--- src/rtl/ext_mem_arbiter.sv ---
// ext_mem_arbiter
//   Shares one external partial-sum memory between two clients.
//   Client 0 is the convolution controller / MAC path. Client 1 is the host
//   preload / readback port. The read port and the write port each have their
//   own arbiter. Client 0 has priority, and client 1 is served after at most
//   MAX_WAIT contended cycles. Client 0 can also lock client 1 out completely.
//
// Ports
//   clk, arst_in         clock, asynchronous active-high reset
//   c0_lock              client 0 exclusive-access request
//   cN_read_req/addr     read request and address (N = 0, 1)
//   cN_read_gnt          read accepted this cycle (combinational)
//   cN_qout/_valid       broadcast read data, plus a per-client valid flag
//   cN_write_req/addr/din write request, address and data
//   cN_write_gnt         write accepted this cycle (combinational)
//   ext_mem_*            external memory pins (1-cycle read latency)
module ext_mem_arbiter #(
  parameter int ADDR_WIDTH = 20,
  parameter int DATA_WIDTH = 32,
  parameter int MAX_WAIT   = 8
) (
  input  logic                  clk,
  input  logic                  arst_in,
  input  logic                  c0_lock,
  input  logic                  c0_read_req,
  input  logic [ADDR_WIDTH-1:0] c0_read_addr,
  output logic                  c0_read_gnt,
  output logic [DATA_WIDTH-1:0] c0_qout,
  output logic                  c0_qout_valid,
  input  logic                  c0_write_req,
  input  logic [ADDR_WIDTH-1:0] c0_write_addr,
  input  logic [DATA_WIDTH-1:0] c0_din,
  output logic                  c0_write_gnt,
  input  logic                  c1_read_req,
  input  logic [ADDR_WIDTH-1:0] c1_read_addr,
  output logic                  c1_read_gnt,
  output logic [DATA_WIDTH-1:0] c1_qout,
  output logic                  c1_qout_valid,
  input  logic                  c1_write_req,
  input  logic [ADDR_WIDTH-1:0] c1_write_addr,
  input  logic [DATA_WIDTH-1:0] c1_din,
  output logic                  c1_write_gnt,
  output logic                  ext_mem_read_en,
  output logic [ADDR_WIDTH-1:0] ext_mem_read_addr,
  input  logic [DATA_WIDTH-1:0] ext_mem_qout,
  output logic                  ext_mem_write_en,
  output logic [ADDR_WIDTH-1:0] ext_mem_write_addr,
  output logic [DATA_WIDTH-1:0] ext_mem_din
);

  localparam int CNT_W = $clog2(MAX_WAIT + 1);

  // Bit 0 is the read port and bit 1 is the write port.
  // While reset is held, requests are masked so that every grant reads 0.
  logic [1:0] req0, req1, gnt0, gnt1;

  assign req0 = {c0_write_req, c0_read_req} & {2{~arst_in}};
  assign req1 = {c1_write_req, c1_read_req} & {2{~arst_in}};

  genvar gi;
  generate
    for (gi = 0; gi < 2; gi++) begin : gen_port
      logic             g0, g1;
      logic [CNT_W-1:0] wait_cnt_q, wait_cnt_d;

      always_comb begin
        g0         = 1'b0;
        g1         = 1'b0;
        wait_cnt_d = wait_cnt_q;
        if (req0[gi] && req1[gi]) begin
          if (c0_lock) begin
            // Lock wins outright. The counter freezes, so a saturated count
            // gives client 1 the first contended cycle after the unlock.
            g0 = 1'b1;
          end else if (wait_cnt_q == CNT_W'(MAX_WAIT)) begin
            g1         = 1'b1;
            wait_cnt_d = '0;
          end else begin
            g0         = 1'b1;
            wait_cnt_d = wait_cnt_q + CNT_W'(1);
          end
        end else if (req0[gi]) begin
          g0 = 1'b1;
        end else if (req1[gi] && !c0_lock) begin
          g1         = 1'b1;
          wait_cnt_d = '0;
        end
      end

      always_ff @(posedge clk or posedge arst_in) begin
        if (arst_in) wait_cnt_q <= '0;
        else         wait_cnt_q <= wait_cnt_d;
      end

      assign gnt0[gi] = g0;
      assign gnt1[gi] = g1;
    end
  endgenerate

  assign c0_read_gnt  = gnt0[0];
  assign c1_read_gnt  = gnt1[0];
  assign c0_write_gnt = gnt0[1];
  assign c1_write_gnt = gnt1[1];

  assign ext_mem_read_en  = gnt0[0] | gnt1[0];
  assign ext_mem_write_en = gnt0[1] | gnt1[1];

  // The address and data muxes idle at zero when nothing is granted.
  always_comb begin
    ext_mem_read_addr  = '0;
    ext_mem_write_addr = '0;
    ext_mem_din        = '0;
    if (gnt0[0])      ext_mem_read_addr = c0_read_addr;
    else if (gnt1[0]) ext_mem_read_addr = c1_read_addr;
    if (gnt0[1]) begin
      ext_mem_write_addr = c0_write_addr;
      ext_mem_din        = c0_din;
    end else if (gnt1[1]) begin
      ext_mem_write_addr = c1_write_addr;
      ext_mem_din        = c1_din;
    end
  end

  // Read response tracking. The memory returns data one cycle after read_en,
  // so we remember whether a read was issued and which client issued it.
  logic rd_pending_q, rd_pending_d;
  logic rd_owner_q, rd_owner_d;

  assign rd_pending_d = ext_mem_read_en;
  assign rd_owner_d   = ext_mem_read_en ? gnt1[0] : rd_owner_q;

  always_ff @(posedge clk or posedge arst_in) begin
    if (arst_in) begin
      rd_pending_q <= 1'b0;
      rd_owner_q   <= 1'b0;
    end else begin
      rd_pending_q <= rd_pending_d;
      rd_owner_q   <= rd_owner_d;
    end
  end

  assign c0_qout       = ext_mem_qout;
  assign c1_qout       = ext_mem_qout;
  assign c0_qout_valid = rd_pending_q && !rd_owner_q;
  assign c1_qout_valid = rd_pending_q &&  rd_owner_q;

endmodule

--- config.mk ---
export PLATFORM = sky130hd
export DESIGN_NAME = ext_mem_arbiter
export DESIGN_NICKNAME = d
export VERILOG_FILES = /design/src/rtl/ext_mem_arbiter.sv
export SDC_FILE = /design/constraint.sdc
export NUM_CORES = 1
export LEC_CHECK = 0
export CAP_MARGIN = 20
export CORE_AREA = 2 2 128 130
export DETAILED_ROUTE_END_ITERATION = 6
export DIE_AREA = 0 0 130 132
export GPL_TIMING_DRIVEN = 1
export MAX_ROUTING_LAYER = met4
export PLACE_DENSITY_LB_ADDON = 0.3
export SYNTH_ARGS = -nofsm -noshare
export SYNTH_HDL_FRONTEND = slang
export SYNTH_SLANG_ARGS = --single-unit
--- constraint.sdc ---
create_clock -name clk -period 5.25 [get_ports clk]
set_input_delay 1.575 -clock clk [delete_from_list [all_inputs] [get_ports clk]]
set_output_delay 1.575 -clock clk [all_outputs]
set_load 0.01 [all_outputs]
### After elaboration in Yosys (flattened, before gate mapping)

Index checks and enable logic that the tools add are counted.

* bitwise gates (word level): 5
* muxes and demuxes: 34
* equal/unequal tests: 6
* div/mod/pow operators: 0
* shift operators: 0
* add/sub/neg operators: 2
* multiply operators: 0
* reductions and logical operators: 12
* order comparisons: 0

Operator list (count)
* 20-bit two-way mux: 4
* 32-bit two-way mux: 2
* 4-bit two-way mux: 10
* 1-bit two-way mux: 18
* 4-bit by 1-bit adder with 4-bit output, second input constant: 2
* 4-bit equality test, second input constant: 2
* 1-bit logical AND: 6
* 3-bit AND reduction: 2
* 2-bit bitwise AND: 2
* 2-bit by 1-bit inequality test with 1-bit output, second input constant: 2
* 2-bit inequality test, second input constant: 2
* 2-bit nonzero test: 2
* 1-bit zero test: 2
* 1-bit bitwise OR: 2
* 1-bit inverter: 1

* logic and storage cells: 63
* latch bits: 0
* bits in writable memories: 0
* output and inout bits: 144
* input port bits: 183
* memories kept: 0
* memory bits (read-only): 0
* bits in registers: 10

### Depth between registers and ports, before layout

* depth in word-level cells: 8
* gate-level depth with buffers: 7

### Worst setup path before layout

OpenSTA, ideal clock, no wires.

* path type: in2out
* from: input arst_in
* to: output ext_mem_write_addr[10]
* data required time: 3.675 ns
* arrival: 2.687 ns
* stages on the path: 5
* path slack: 0.988 ns
* path through: or3b_1 -> buf_2 -> a21oi_4 -> buf_4 -> a22o_1

* longest elaborated chain between the ends: 8
* elaborated cells on any way between the ends: 12
* classes of those cells: 7 x mux; 3 x bitwise; 2 x reduce/logical

RTL lines
* start, declared: line 23 `input logic arst_in,`
* 1-bit inverter (*): line 57, 58
* 2-bit bitwise AND: line 58 `assign req1 = {c1_write_req, c1_read_req} & {2{~arst_in}};`
* 1-bit logical AND: line 84 `end else if (req1[gi] && !c0_lock) begin`
* 1-bit two-way mux: line 84
* 1-bit two-way mux: line 82 `end else if (req0[gi]) begin`
* 1-bit two-way mux (*): line 70 `if (req0[gi] && req1[gi]) begin`
* named net c1_write_gnt: line 42 `output logic c1_write_gnt,`
* 20-bit two-way mux (*): line 118 `end else if (gnt1[1]) begin`
* 20-bit two-way mux (*): line 115 `if (gnt0[1]) begin`
* end, declared: line 47 `output logic [ADDR_WIDTH-1:0] ext_mem_write_addr,`

Mark *: on every way through the listed nets, which the timed path passes. The rest lies on a longest branch.

### Worst setup path after layout

* from: input c1_read_req
* to: output ext_mem_read_addr[2]

* longest elaborated chain between the ends: 7
* elaborated cells on any way between the ends: 9
* classes of those cells: 6 x mux; 1 x bitwise; 2 x reduce/logical

RTL lines
* start, declared: line 34 `input logic c1_read_req,`
* 2-bit bitwise AND (*): line 58
* 1-bit logical AND: line 84
* 1-bit two-way mux: line 84
* 1-bit two-way mux: line 82
* 1-bit two-way mux: line 70
* 20-bit two-way mux: line 114 `else if (gnt1[0]) ext_mem_read_addr = c1_read_addr;`
* 20-bit two-way mux (*): line 113 `if (gnt0[0]) ext_mem_read_addr = c0_read_addr;`
* end, declared: line 44 `output logic [ADDR_WIDTH-1:0] ext_mem_read_addr,`

Every way passes the cells marked *; elsewhere a longest branch is shown, timed or not.

==> metrics.md <==
| Metric | Value |
|---|---|
| Status | finished, final reports clean |
| Power Density | 125.2 nW/um^2 |
| Combinational Power Share | 57.2% |
| First-pass GRT wire length | 14100 um |
| VDD IR-drop max | 79.50 uV |
| TritonCTS Buffers | 3 |
| CTS tree | yes |
| Rows | 46 |
| Area leader, netlist | a22o_1 |
| WP buf/inv | 3 |
| Busiest grt layer | met2 |
| Syn-to-layout area delta | 119.2% |
| Final min period | 5164 ps |
| R2R setup slack | 3770 ps |
| Sw Ratio | 27.40% |
| Slew Limit Fails | 0 |
| Flop pwr share | 17.5% |
| Yosys reg bits | 10 |
| Min Hold Slack | 512.9 ps |
| Layout cells sized above 1 | 6.234% |
| Cell breakdown of the critical path | clkdlybuf4s50_1 -> or3b_2 -> a21oi_4 -> buf_12 -> a22o_1 -> clkdlybuf4s50_1 |
| Tcrit/Tclk final | 98.36% |
| Mapped Cells | 217 |
| Syn_area_per_cell | 8.580 sq um |
| WS Path Type | in2out |
| Asr flop ratio synth | 100.0% |
| Peak Freq | 0.1937 GHz |
| M3 GR Usage | 2.881% |
| Clock Latency Late Sink | 230 ps |
| Core footprint | 15710 sq um |
| Placed insts | 598 |
| Power, Total | 510.9 uW |
| Post-layout util | 25.97% |
| Fin cells | 602 |
| GRT Total Usage | 11.09% |
| Pint | 370.9 uW |
| CP Data Arrival Time | 3590 ps |
| Clock power frac | 25.3% |
| Post-route DRC | 0 |
| GR Overflow Total | 0 |
| H-Tree Depth | 1 |
| Cell family with most CP delay | buffers and inverters |
| GRT met1 Usage | 11.06% |
| Count leader, synth | a22o_1 |
| CP most frequent cell | clkdlybuf4s50_1 |
| Clock Tree Buf Depth | 2 |
| Routed wire length per instance | 17.39 um |
| ANT nets after route | 0 |
| Starting Density | 11.85% |
| Area post-placement | 4019 sq um |
| Die area | 17160 sq um |
| Leak | 1.842 nW |
| CTS Root Buffer Type | clkbuf_16 |
| Post-synth cell types | 33 |
| Initial antenna violation count | 1 |
| Switching power | 140.0 uW |
| DR pass1 iterations | 5 |
| Largest net degree at the start of global routing | 33 |
| Crit-path slowest cell | clkdlybuf4s50_1 |
| Setup Viol. Count Final | 0 |
| Vias in the first global route | 2502 |
| # IOs | 327 |
| Top cells by area in the synthesized netlist | a22o_1 34%, buf_4 28%, dfrtp_1 13%, buf_6 3.0%, ha_1 2.7% |
| Synth Cell Area | 1862 sq um |
| Syn Nets | 404 |
| Synth warn | 0 |
| Clk_skew | 2.023 ps |
| Die Height | 132 um |
| Drt total wl | 10470 um |
| Routability cong. | 0.8590 |
| Number of enable flip-flop cells after synthesis | 0 |
| MaxCap Viol Count | 0 |
| Fillers | 1679 |
| Slew @ Worst Pin | 399.1 ps |
| Register area share after synthesis | 13.44% |
| Via Count | 2414 |
| Vias per cell | 4.010 |
| Req. time, crit path | 3680 ps |
| IO Port Bufs | 230 |
| DRT iter0 DRCs | 41 |
| Fin nets | 574 |
| Clock sink count | 10 |
| Critical path endpoint category | output port |
| Final instance area | 4080 sq um |
| Worst hold path class | reg2reg |
| Unrepaired setup endpoints after global routing | false |
| Commonest cells post-synth | 72 x a22o_1, 69 x buf_4, 10 x dfrtp_1 |
| Die X | 130 um |
| Postcts setup bufs | 0 |
| Top_reg_cell synth | dfrtp_1 |
| Worst-path clk slew | 40 ps |
| Crit-path max FO | 21 |
| Hold Violations, Final | 0 |
| Post-detail-place hpwl | 8892 um |
| Critical Path Source Type | input pin |
| GR Util met2 | 20.59% |
| Slowest stage delay, CP | 560 ps |
| Synth top area share | 33.87% |
| Rel. slew slack | 73.36% |
## layout by cell type, fill, tap and decap left out, types with 2 or more instances in the layout
cell             count
clkdlybuf4s50_1    176
a22o_1              72
dlygate4sd2_1       43
dlymetal6s2s_1      11
dfrtp_1             10
buf_4                9
inv_1                7
o21ai_0              6
buf_12               6
nand3_1              4
nand2b_1             4
nand2_1              4
ha_1                 4
nor2b_1              3
clkbuf_16            3
nand3b_1             2
nor4bb_1             2
a21oi_4              2
## state kept, by name, indices dropped and copies added (netlist names)
signal	count
rd_pending_q	1
gen_port.wait_cnt_q	8
rd_owner_q	1
## cell type report
type	instances	area (sq um)	area share [%]
Sequential cell	10	250.2	6.133
Antenna cell	1	2.502	0.06133
Multi-Input combinational cell	120	992.2	24.32
Timing Repair Buffer	245	2464	60.38
Clock buffer	3	75.07	1.840
Tap cell	216	270.3	6.624
Inverter	7	26.28	0.6440
## repair_timing
item	CTS	global route
gates resized for setup	45	11
setup endpoints to repair	58	24
endpoints found under the hold margin	0	0
hold buffers	0	0
pin swaps	0	0
## kinds of logic (layout without fill, tap and decap cells)
group                    count (synthesis)  after routing  share of synthesized area [%]
buffers and inverters                   87            255                          33.87
flip-flops                              10             10                          13.44
AO/OA/AOI/OAI                           89             89                          40.73
adder cells (fa/ha/maj)                  4              4                          2.688
AND/OR/NAND/NOR                         27             27                          9.274
other                                    0              1                              0
## through the flow
stage	setup WS [ps]	TNS, ps
floorplan	987.8	0
global route	31.13	0
global placement	-133.6	-4040
CTS	0.8711	0
finish	86.08	0
detailed placement	-128.4	-4080
## power groups by stage
stage	logic [mW]	registers [mW]	clock network, mW
2_1_floorplan	0.143	0.0884	0
3_3_place_gp	0.309	0.0903	0
3_5_place_dp	0.309	0.0905	0
4_1_cts	0.298	0.0895	0.134
5_1_grt	0.311	0.0907	0.139
6_report	0.292	0.0893	0.129
## final timing paths
path	end	start	cells past startpoint
setup / recovery	ext_mem_read_addr[2]	c1_read_req	6
hold / removal	gen_port[1].wait_cnt_q[2]	gen_port[1].wait_cnt_q[2]	1
setup reg to reg	gen_port[1].wait_cnt_q[2]	gen_port[1].wait_cnt_q[0]	5
hold reg to reg	gen_port[1].wait_cnt_q[2]	gen_port[1].wait_cnt_q[2]	1
max in group asynchronous	rd_pending_q	arst_in	3
min in group asynchronous	gen_port[1].wait_cnt_q[3]	arst_in	3
## layer usage
layer / part of all wire, % / vias up
met5: 0 / -
met4: 2.9 / 0
met3: 11 / 34
met2: 49 / 192
met1: 37 / 1089
li1: - / 1099
No activity file was read; power rests on OpenSTA's default activity.
